$ cat config.mk
export PLATFORM = sky130hd
export DESIGN_NAME = wordcell_array_ctrl
export DESIGN_NICKNAME = d
export VERILOG_FILES = /design/src/rtl/wordcell_array_ctrl.sv
export SDC_FILE = /design/constraint.sdc
export NUM_CORES = 1
export LEC_CHECK = 0
export ABC_AREA = 1
export BUFFER_PORTS_ARGS = -buffer_cell sky130_fd_sc_hd__buf_4
export CORE_ASPECT_RATIO = 0.6
export CORE_MARGIN = 5
export CORE_UTILIZATION = 46
export CTS_CLUSTER_SIZE = 8
export DETAILED_ROUTE_END_ITERATION = 16
export PLACE_DENSITY = 0.79
export SETUP_SLACK_MARGIN = 0.3
export SKIP_LAST_GASP = 1
export SLEW_MARGIN = 15
export SYNTH_ARGS = -nofsm -noshare
export SYNTH_HDL_FRONTEND = slang
export SYNTH_SLANG_ARGS = --single-unit
$ cat constraint.sdc
create_clock -name clk -period 1.4 [get_ports clk]
set_input_delay 0.21 -clock clk [delete_from_list [all_inputs] [get_ports clk]]
set_output_delay 0.21 -clock clk [all_outputs]
set_load 0.1 [all_outputs]
$ cat src/rtl/wordcell_array_ctrl.sv
// -----------------------------------------------------------------------------
// wordcell_array_ctrl
//
// Purpose:
//   Sequential access controller for an array of DATA_W-bit word cells.
//   Takes one read/write request at a time over a valid/ready handshake.
//   Each in-range access is sequenced as SETUP -> STROBE -> HOLD -> RESP.
//   cell_rw and cell_in_bus are settled one cycle before the word select rises.
//   They are held one cycle after it falls.
//   Out-of-range addresses skip the array and return an error response.
//
// Ports:
//   clk           system clock, rising edge
//   rst           asynchronous reset, active-high
//   req_valid     request present
//   req_ready     controller can accept a request (IDLE only)
//   req_write     1 = write, 0 = read
//   req_addr      target word index
//   req_wdata     write data
//   resp_valid    one-cycle completion pulse
//   resp_rdata    read data, valid with resp_valid on reads
//   resp_err      address out of range, valid with resp_valid
//   cell_rw       array rw line (1 = write, 0 = read)
//   cell_sel      one-hot word select
//   cell_in_bus   shared array write bus
//   cell_out_bus  shared array read bus from the selected word
// -----------------------------------------------------------------------------
module wordcell_array_ctrl #(
    parameter int DATA_W = 8,
    parameter int ADDR_W = 3,
    parameter int DEPTH  = 8
) (
    input  logic              clk,
    input  logic              rst,
    input  logic              req_valid,
    output logic              req_ready,
    input  logic              req_write,
    input  logic [ADDR_W-1:0] req_addr,
    input  logic [DATA_W-1:0] req_wdata,
    output logic              resp_valid,
    output logic [DATA_W-1:0] resp_rdata,
    output logic              resp_err,
    output logic              cell_rw,
    output logic [DEPTH-1:0]  cell_sel,
    output logic [DATA_W-1:0] cell_in_bus,
    input  logic [DATA_W-1:0] cell_out_bus
);

    typedef enum logic [2:0] {
        ST_IDLE,
        ST_SETUP,
        ST_STROBE,
        ST_HOLD,
        ST_RESP
    } state_t;

    localparam logic [ADDR_W:0] DEPTH_L = DEPTH[ADDR_W:0];

    state_t              r_state;
    logic                r_write;
    logic [ADDR_W-1:0]   r_addr;
    logic [DATA_W-1:0]   r_sample;
    logic                r_req_ready;
    logic                r_resp_valid;
    logic [DATA_W-1:0]   r_resp_rdata;
    logic                r_resp_err;
    logic                r_cell_rw;
    logic [DEPTH-1:0]    r_cell_sel;
    logic [DATA_W-1:0]   r_cell_in_bus;

    logic                w_accept;
    logic                w_in_range;
    logic [DEPTH-1:0]    w_sel_decode;

    assign w_accept   = req_valid && r_req_ready;
    assign w_in_range = ({1'b0, req_addr} < DEPTH_L);

    // Decode of the held address; only ever loaded into cell_sel for in-range
    // requests, so indices >= DEPTH never need a bit.
    // NOTE: every signal assigned in always_comb gets a default first, so no
    // path leaves it unassigned and no latch is inferred.
    always_comb begin
        w_sel_decode = '0;
        for (int i = 0; i < DEPTH; i++) begin
            if (r_addr == ADDR_W'(i)) begin
                w_sel_decode[i] = 1'b1;
            end
        end
    end

    // NOTE: sequential state uses non-blocking assignments only, so every
    // register samples the pre-edge value of every other register.
    always_ff @(posedge clk or posedge rst) begin
        if (rst) begin
            r_state       <= ST_IDLE;
            r_write       <= 1'b0;
            r_addr        <= '0;
            r_sample      <= '0;
            r_req_ready   <= 1'b1;
            r_resp_valid  <= 1'b0;
            r_resp_rdata  <= '0;
            r_resp_err    <= 1'b0;
            r_cell_rw     <= 1'b0;
            r_cell_sel    <= '0;
            r_cell_in_bus <= '0;
        end else begin
            case (r_state)
                ST_IDLE: begin
                    if (w_accept) begin
                        r_write     <= req_write;
                        r_addr      <= req_addr;
                        r_req_ready <= 1'b0;
                        if (w_in_range) begin
                            // Bus and rw settle here, a full cycle before the select.
                            r_state       <= ST_SETUP;
                            r_cell_rw     <= req_write;
                            r_cell_in_bus <= req_write ? req_wdata : '0;
                        end else begin
                            // Array is never touched: straight to the error response.
                            r_state      <= ST_RESP;
                            r_resp_valid <= 1'b1;
                            r_resp_err   <= 1'b1;
                            r_resp_rdata <= '0;
                        end
                    end
                end
                ST_SETUP: begin
                    r_state    <= ST_STROBE;
                    r_cell_sel <= w_sel_decode;
                end
                ST_STROBE: begin
                    // Select is still high at this edge, so the read bus is valid.
                    r_state    <= ST_HOLD;
                    r_cell_sel <= '0;
                    if (!r_write) begin
                        r_sample <= cell_out_bus;
                    end
                end
                ST_HOLD: begin
                    r_state       <= ST_RESP;
                    r_resp_valid  <= 1'b1;
                    r_resp_err    <= 1'b0;
                    r_resp_rdata  <= r_write ? '0 : r_sample;
                    r_cell_rw     <= 1'b0;
                    r_cell_in_bus <= '0;
                end
                ST_RESP: begin
                    r_state      <= ST_IDLE;
                    r_resp_valid <= 1'b0;
                    r_resp_err   <= 1'b0;
                    r_resp_rdata <= '0;
                    r_req_ready  <= 1'b1;
                end
                default: begin
                    r_state       <= ST_IDLE;
                    r_req_ready   <= 1'b1;
                    r_resp_valid  <= 1'b0;
                    r_cell_rw     <= 1'b0;
                    r_cell_sel    <= '0;
                    r_cell_in_bus <= '0;
                end
            endcase
        end
    end

    assign req_ready   = r_req_ready;
    assign resp_valid  = r_resp_valid;
    assign resp_rdata  = r_resp_rdata;
    assign resp_err    = r_resp_err;
    assign cell_rw     = r_cell_rw;
    assign cell_sel    = r_cell_sel;
    assign cell_in_bus = r_cell_in_bus;

endmodule

-- After elaboration in Yosys (flattened, before gate mapping)
Cells that the tools add are included.
- output and inout bits: 28
- input bits: 23
- bits in registers: 42
- logic and storage cells: 58
- bitwise operators: 3
- reductions and logical operators: 12
- eq/ne operators: 12
- muxes and demuxes: 21
- operators by type and width (operator ; count):
    $pmux W8 S2 ; 3
    $mux W8 ; 3
    $eq A3 B3 Y1 const B ; 5
    $eq A3 B2 Y1 const B ; 4
    $pmux W3 S4 ; 1
    $reduce_or A3 Y1 ; 4
    $mux W1 ; 10
    $reduce_and A2 Y1 ; 4
    $eq A3 B1 Y1 const B ; 2
    $logic_not A3 Y1 ; 2
    $pmux W1 S2 ; 3
    $mux W3 ; 1
    $not A1 Y1 ; 3
    $ne A2 B2 Y1 const B ; 1
    $reduce_bool A2 Y1 ; 1
    $logic_and A1 B1 Y1 ; 1

-- Logic depth before layout (Yosys ltp)
Gate-level depths: netlist of run 1.
- depth after elaboration: 4
- mapped depth: 7
- mapped depth without buffers: 6

-- Worst setup path before layout of run 1
No wires, ideal clock.
- path type: register to register
- start: reg r_req_ready (netlist: req_ready)
- end: reg r_cell_in_bus[0] (netlist: cell_in_bus[0])
- clock period less this slack: 1838 ps
- path buffers: 0
- arrival time: 1716 ps
- cell stages (with the launch flop): 6
- slack: -438 ps
- library setup time: 122 ps
- cells stage by stage: dfstp_2 > nand2_1 > o21ai_2 > nand3_2 > nand2_1 > nand2_1
- cells in the longest elaborated chain, start to end: 3
- ends and longest elaborated chain (element ; RTL line ; text):
    from (decl) ; 63 ; logic r_req_ready;
    from (signal assigned) ; 99 ; r_req_ready <= 1'b1;
    from (signal assigned) ; 112 ; r_req_ready <= 1'b0;
    from (signal assigned) ; 152 ; r_req_ready <= 1'b1;
    $logic_and A1 B1 Y1 ; 75 ; assign w_accept = req_valid && r_req_ready;
    $ne A2 B2 Y1 (no line) ; -- ;
    $reduce_and A2 Y1 (no line) ; -- ;
    to (signal assigned) ; 117 ; r_cell_in_bus <= req_write ? req_wdata : '0;
    to (decl) ; 69 ; logic [DATA_W-1:0] r_cell_in_bus;
Every way passes these cells.
A chain may end at the register's enable or synchronous reset.

-- Worst setup path in the final report of run 1
- start: reg r_state[0]
- end: reg r_cell_in_bus[0] (netlist: cell_in_bus[0])
- cells in the longest elaborated chain, start to end: 4
- elaborated cells on any way between the ends: 9
- ends and longest elaborated chain (element ; RTL line ; text):
    from (decl) ; 59 ; state_t r_state;
    from (signal assigned) ; 95 ; r_state <= ST_IDLE;
    from (signal assigned) ; 115 ; r_state <= ST_SETUP;
    from (signal assigned) ; 120 ; r_state <= ST_RESP;
    $eq A3 B2 Y1 (tied with other cells) ; 107 ; case (r_state)
    $reduce_or A3 Y1 (no line) ; -- ;
    $not A1 Y1 (no line) ; -- ;
    $reduce_and A2 Y1 (no line) ; -- ;
Several ways; a longest one is shown, not always the timed one.

==> results of run 1 <==
-- routing by layer --
metal	global-route usage (%)	wire [um]
met5	0	0
met3	5.11	406
met4	5.10	102
met1	26.9	2530
met2	34.0	2990
-- registers in the layout, summed over array words and instances (netlist names) --
name         flops
cell_in_bus      8
cell_rw          1
cell_sel         8
r_addr           3
r_sample         8
r_state          3
r_write          1
req_ready        1
resp_rdata       8
resp_valid       1
-- placed cells by master (no fill, tap or decap), drive strengths merged --
cell type	instances
o21ai	29
nand3	31
nand2	63
clkinvlp	1
a31oi	1
inv	16
conb	1
dlygate4sd3	1
clkbuf	8
nor2	12
a21boi	1
buf	74
clkinv	1
dfrtp	41
dfstp	1
-- area by class of cell --
class / count / area (um2)
flip-flops and latches: 42 / 1090
repair buffers: 75 / 933
multi-input cells: 138 / 908
fillers: 169 / 537
clock buffers: 8 / 110
inverters: 18 / 82.6
well taps: 47 / 58.8
-- cell usage after synthesis --
master	count	area, um2
conb_1	1	3.75
buf_2	1	5.00
nor2_1	10	37.5
inv_2	3	11.3
nand3_1	24	120
o21ai_0	25	125
dfrtp_1	41	1030
nand2_1	59	221
buf_6	1	11.3
clkbuf_2	1	5.00
buf_4	1	7.51
o21ai_1	2	10.0
dfstp_2	1	26.3
inv_1	14	52.6
nand2_2	2	12.5
a21boi_0	1	7.51
nor2_4	1	11.3
a31oi_1	1	6.26
nand3_4	1	17.5
o21ai_2	2	17.5
clkinv_1	1	3.75
nor2_2	1	6.26
nand2_4	1	11.3
nand3_2	4	40.0
-- worst max-delay path by stage --
stage / startpoint / endpoint / slack (ns)
floorplan: req_ready / cell_in_bus[0] / -0.12
global placement: req_ready / cell_in_bus[2] / 0.11
detailed placement: r_state[0] / r_write / 0.08
CTS: req_ready / req_ready / 0.07
global route: r_state[0] / r_write / -0.05
finish: r_state[0] / cell_in_bus[0] / -0.01
-- critical path, stage by stage, from the launching register on --
cell and delay (ns):
dfrtp_2 0.45, nor2_4 0.27, buf_4 0.18, nand2_2 0.10, nor2_1 0.17, nand3_2 0.10, nand2_1 0.08
-- what timing repair did --
action / 4_1_cts / 5_1_grt
endpoints found under the setup margin: 63 / 65
hold buffers: 1 / 0
cloned: 3 / 0
resized for setup: 108 / 44
buffers inserted: 15 / 7
endpoints found under the hold margin: 16 / 0
pin swaps: 28 / 9
-- cell families (layout without fill, tap and decap cells) --
logic type      Yosys count  after routing  share of synthesized area (%)
compound gates           31             31                           9.26
buf+inv                  22            101                           5.36
flops                    42             42                           58.6
other cells               1              1                          0.209
simple gates            103            106                           26.6
-- per-stage QoR --
stage	TNS (ns)	utilization [%]	hold WS, ns
after CTS	0	79.9	0.112
final	-0.00975	85.6	0.101
after global routing	-0.318	85.6	0.109
after global placement	0	62.4	0.232
after detailed placement	0	62.4	0.231
after floorplan	-1.12	-	0.200
==> impl_metrics.yaml, run 1 <==
place:
  placed_cell_area_um2: 2320
  dp.cells: 294
  dpl.hpwl_um: 3020
  preCtsSetupSlack_ns: 0.0802
  port_buffers: 49
  place_congestion: 0.797
timing:
  rsz0062_at_grt: "yes"
  period_needed_ns: 1.41
  hold_viol: 0
  drv_slew: 0
  fin_skew_ns: 0.00842
  setup_violations: 1
  max_freq_mhz: 709
  setup_ws_ns: -0.00975
  period_share_pct: 101
worst_setup_path:
  r2r_setup_slack_ns: -0.01
  setup.worst_path.end_class: "register"
  cp_max_fo: 5
  start_kind: "register"
  cp.required_ns: 1.63
  worstSetupPathType: "register to register"
  arrival_ns: 1.64
  timing.rr.end: "cell_in_bus[0]"
  regToRegStartpoint: "r_state[0]"
  reg2reg_depth: 6
drt:
  wl_per_cell_um: 18.4
  ant_nets: 0
  first_pass_iters: 4
  drc_errors: 0
  vias: 1762
  drt_iter0_markers: 155
  vias_per_cell: 5.37
  finalWirelength_um: 6020
grt:
  antenna_found_initial: 0
  grt_overflow_total: 0
  first_global_vias: 1655
  track_usage_pct: 20.3
  grt_max_degree: 26
  grt_pass1_wl_um: 8440
floorplan:
  rows: 17
  die_area_um2: 5300
  die_y_um: 58.4
  ios: 51
  coreArea_um2: 3720
  initial_core_util_pct: 48.3
  die_w_um: 90.7
min_path:
  min_path_type: "input port to register"
  min_from: "req_valid"
  whs_path_depth: 2
  hold_end: "req_ready"
yosys:
  synth.distinct_cells: 24
  syn_avg_cell_area_um2: 9.03
  yosys_warnings: 0
  synth-seq-cells: 42
  synth_nets: 222
  ys_seq_area_share_pct: 58.6
  synth_area_um2: 1800
  syn_inst: 199
run_status:
  failed_checks: "setup timing"
  outcome: "finished with violations"
cells_and_area:
  drive_above_1_share_pct: 61.9
  final_cell_area_um2: 3190
  antenna_cells: 0
  nNetsFinal: 303
  syn2layout_area_growth_pct: 77.3
  fin_cells: 328
clocking:
  path_clk_slew_ns: 0.08
  ctsRootBufferMaster: "clkbuf_8"
  worstSkewPairLatency_ns: 0.29
  cts_tree: "built"
  cts.sinks: 42
  cts_buffers: 5
  clk_path_buf_depth: 2
  htree_num_levels: 2
job:
  max_cap_viol_count: 0
Power of run 1 is not shown: default switching activity piles up to over one toggle a cycle in this logic, so the estimate is an artifact.
==> inputs of run 2 (changes only) <==
--- a/config.mk
+++ b/config.mk
@@ -12,10 +12,11 @@
 export CORE_UTILIZATION = 46
 export CTS_CLUSTER_SIZE = 8
 export DETAILED_ROUTE_END_ITERATION = 16
-export PLACE_DENSITY = 0.79
+export PLACE_DENSITY = 0.85
 export SETUP_SLACK_MARGIN = 0.3
 export SKIP_LAST_GASP = 1
 export SLEW_MARGIN = 15
 export SYNTH_ARGS = -nofsm -noshare
 export SYNTH_HDL_FRONTEND = slang
 export SYNTH_SLANG_ARGS = --single-unit
+export TNS_END_PERCENT = 30
==> run 2 against run 1 <==
Compared with the run above: the run now ends clean; maximum frequency rose by 0.89%; first-iteration DRC count fell by 19%; flip-flop and latch count did not move; cell area fell by 12%; critical path depth fell by 1; non-clock buffer count fell by 5; worst hold slack barely moved; critical path type unchanged.
==> impl_metrics.yaml, run 2 (synthesized netlist as in run 1, its figures left out) <==
worst_setup_path:
  setup.worst_path.end_class: "register"
  arrival_ns: 1.63
  start_kind: "register"
  worstSetupPathType: "register to register"
  cp_max_fo: 8
  cp.required_ns: 1.63
clocking:
  cts.sinks: 42
  htree_num_levels: 2
  cts_tree: "built"
  clk_path_buf_depth: 2
  path_clk_slew_ns: 0.08
  cts_buffers: 5
  worstSkewPairLatency_ns: 0.29
  ctsRootBufferMaster: "clkbuf_8"
place:
  dp.cells: 296
  port_buffers: 49
  dpl.hpwl_um: 2950
  place_congestion: 0.787
cells_and_area:
  final_cell_mix: "buf_4, nand2_1, dfrtp_1"
  antenna_cells: 0
  drive_above_1_share_pct: 48.6
  nNetsFinal: 298
  fin_cells: 323
  syn2layout_area_growth_pct: 55.7
  final_common_cell: "buf_4"
timing:
  tns_ns: 0
  hold_viol: 0
  rsz0062_at_grt: "yes"
  max_freq_mhz: 716
  drv_slew: 0
  fin_skew_ns: 0.0103
  setup_violations: 0
  period_needed_ns: 1.40
  period_share_pct: 99.8
job:
  max_cap_viol_count: 0
floorplan:
  die_w_um: 90.7
  rows: 17
  die_y_um: 58.4
  coreArea_um2: 3720
  initial_core_util_pct: 48.3
  ios: 51
  die_area_um2: 5300
grt:
  grt_max_degree: 22
  grt_overflow_total: 0
  grt_pass1_wl_um: 7860
  track_usage_pct: 18.7
  first_global_vias: 1627
  antenna_found_initial: 0
drt:
  wl_per_cell_um: 16.8
  ant_nets: 0
  finalWirelength_um: 5420
  drc_errors: 0
  drt_iter0_markers: 126
  first_pass_iters: 4
  vias: 1734
  vias_per_cell: 5.37
run_status:
  outcome: "finished clean"
min_path:
  min_path_type: "input port to register"
[run 2: critical path: stages, from the launching register on]
cell     delay (ns)
dfstp_4        0.66
nand2_4        0.08
o21ai_4        0.23
buf_6          0.17
nand3_1        0.11
nand2_1        0.09
[run 2: path summary, 6_finish.rpt]
kind                                 from              to  slack [ns]  cells past startpoint
setup reg to reg                req_ready  cell_in_bus[5]       0.003                      5
hold reg to reg            cell_in_bus[2]  cell_in_bus[2]        0.49                      2
max in group asynchronous             rst       req_ready        0.44                      4
setup / recovery                req_ready  cell_in_bus[5]       0.003                      5
hold / removal                  req_valid       req_ready        0.10                      2
min in group asynchronous             rst       r_addr[1]        0.45                      3
[run 2: what timing repair did]
| action | in CTS | in global routing |
|---|---|---|
| pin swaps | 11 | 11 |
| gates cloned | 2 | 1 |
| hold buffers | 1 | 0 |
| endpoints found under the setup margin | 64 | 65 |
| resized for setup | 28 | 30 |
| hold endpoints to repair | 11 | 0 |
| buffers inserted | 11 | 4 |
[run 2: cell type report]
type | count | area [um2]
clock buffer | 7 | 76.3
sequential | 42 | 1070
inverter | 18 | 81.3
timing repair buffer | 70 | 586
fill | 237 | 925
timing repair inverter | 1 | 11.3
clock inverter | 1 | 30.0
tap | 47 | 58.8
multi-input combinational | 137 | 885
[run 2: per-layer routing]
metal  part of all wire, %  GRT usage (%)  vias to the layer above
li1                      -              -                      801
met1                    43           24.1                      850
met2                    49           30.6                       67
met3                   6.6           5.75                       16
met4                   1.9           5.94                        0
met5                     0              0                        -
[run 2: stage by stage]
step	setup slack, ns	utilization, %	cell area, um2	hold WS (ns)
floorplan	-0.134	-	1850	0.201
global placement	0.0913	61.8	2300	0.188
detailed placement	0.0554	61.8	2300	0.192
CTS	0.0605	71.2	2650	0.101
global route	-0.0519	75.2	2800	0.101
finish	0.00265	75.2	2800	0.101
Power of run 2 is left out for the same reason.
==> inputs of run 3 (changes only) <==
--- a/config.mk
+++ b/config.mk
@@ -12,6 +12,7 @@
 export CORE_UTILIZATION = 46
 export CTS_CLUSTER_SIZE = 8
 export DETAILED_ROUTE_END_ITERATION = 16
+export GPL_TIMING_DRIVEN = 0
 export PLACE_DENSITY = 0.85
 export SETUP_SLACK_MARGIN = 0.3
 export SKIP_LAST_GASP = 1
==> run 3 against run 2 <==
Compared with the run above: maximum frequency up 0.58%; sequential share of layout area up 0.86 points; critical path depth unchanged; core utilization down 1.6 points; flip-flop and latch count unchanged; via count up 0.92%; worst hold slack worse by 0.0083 ns; wire length up 0.81%; first-iteration DRC count down 3.2%; worst setup slack better by 0.0081 ns; critical path type unchanged; critical endpoint is now cell_in_bus[3]; largest cell class unchanged.
==> impl_metrics.yaml, run 3 (synthesized netlist as in run 1, its figures left out) <==
grt:
  grt_overflow_total: 0
  track_usage_pct: 20.5
  antenna_found_initial: 0
  grt_pass1_wl_um: 8530
  first_global_vias: 1774
  grt_max_degree: 43
cells_and_area:
  multi_input_area_um2: 820
  seqCellArea_um2: 1070
  final_common_cell: "buf_4"
  nNetsFinal: 303
  n_fill_cell: 244
  syn2layout_area_growth_pct: 52.3
  antenna_cells: 0
  final_cell_mix: "buf_4, nand2_1, dfrtp_1"
  drive_above_1_share_pct: 49.1
  final_util_pct: 73.5
timing:
  rsz0062_at_grt: "yes"
  setup_violations: 0
  period_share_pct: 99.2
  tightest_slew_ns: 0.867
  slew-limit-headroom_pct: 42.1
  setup_ws_ns: 0.0108
  tns_ns: 0
  period_needed_ns: 1.39
  max_freq_mhz: 720
  drv_slew: 0
  fin_skew_ns: 0.0119
  hold_viol: 0
  holdWs_ns: 0.0932
worst_setup_path:
  crit_chain: "nand2_4, o21ai_4, nand3_2, nand2_1, nand2_1"
  start_kind: "register"
  cp.required_ns: 1.59
  arrival_ns: 1.58
  setup.worst_path.end_class: "register"
  slowest_delay_ns: 0.66
  slowest_stage: "dfstp_4"
  cp_max_fo: 4
  worstSetupPathType: "register to register"
  crit_top_cell: "nand2_1"
clocking:
  cts.sinks: 42
  cts_buffers: 5
  worstSkewPairLatency_ns: 0.29
  ctsRootBufferMaster: "clkbuf_8"
  hold_buffers: 0
  clk_path_buf_depth: 2
  htree_num_levels: 2
  cts_tree: "built"
  path_clk_slew_ns: 0.08
floorplan:
  rows: 17
  die_area_um2: 5300
  die_y_um: 58.4
  die_w_um: 90.7
  coreArea_um2: 3720
  ios: 51
  initial_core_util_pct: 48.3
drt:
  first_pass_iters: 4
  vias: 1750
  drt_iter0_markers: 122
  finalWirelength_um: 5460
  drc_errors: 0
  wl_per_cell_um: 16.7
  ant_nets: 0
  vias_per_cell: 5.34
min_path:
  min_path_type: "input port to asynchronous set/reset pin"
place:
  port_buffers: 48
  dpl.hpwl_um: 3050
  place_congestion: 0.809
  preCtsSetupSlack_ns: -0.0429
job:
  max_cap_viol_count: 0
run_status:
  outcome: "finished clean"
-- run 3: worst max-delay path: cells and delay by family, from the launching register on --
| kind | cells | cell delay [ns] |
|---|---|---|
| flops | 1 | 0.66 |
| simple gates | 4 | 0.41 |
| compound gates | 1 | 0.22 |
-- run 3: per-layer routing --
| layer | track usage, % | vias to the layer above | share of wire [%] |
|---|---|---|---|
| met1 | 25.0 | 829 | 40 |
| li1 | - | 807 | - |
| met4 | 7.01 | 0 | 2.6 |
| met5 | 0 | - | 0 |
| met2 | 33.5 | 95 | 50 |
| met3 | 8.17 | 19 | 7.7 |
-- run 3: path summary, 6_finish.rpt --
kind / cells after the start / endpoint / startpoint / slack, ns
worst max-delay path: 5 / cell_in_bus[3] / req_ready / 0.01
worst min-delay path: 2 / r_sample[1] / rst / 0.09
worst max register to register: 5 / cell_in_bus[3] / req_ready / 0.01
worst min register to register: 2 / cell_in_bus[1] / cell_in_bus[1] / 0.49
max in group asynchronous: 2 / cell_sel[5] / rst / 0.79
min in group clk: 2 / req_ready / req_valid / 0.10
-- run 3: repair_timing --
| action | CTS | global route |
|---|---|---|
| setup endpoints to repair | 64 | 66 |
| pin swaps | 9 | 12 |
| setup buffers | 19 | 4 |
| cloned | 3 | 0 |
| resized for setup | 29 | 30 |
-- run 3: layout make-up --
| cell class | count | share of cell area [%] |
|---|---|---|
| timing repair buffer | 73 | 21.6 |
| buffer | 4 | 1.28 |
| inverter | 18 | 3.02 |
| sequential | 42 | 39.1 |
| multi-input combinational | 136 | 29.9 |
| tap | 47 | 2.15 |
| clock buffer | 8 | 2.93 |
-- run 3: metrics by stage --
step	cell area [um2]	instances
after detailed placement	2270	294
after global placement	2270	294
after floorplan	1850	199
after CTS	2600	324
after global routing	2740	328
final	2740	328
Power of run 3 is left out for the same reason.
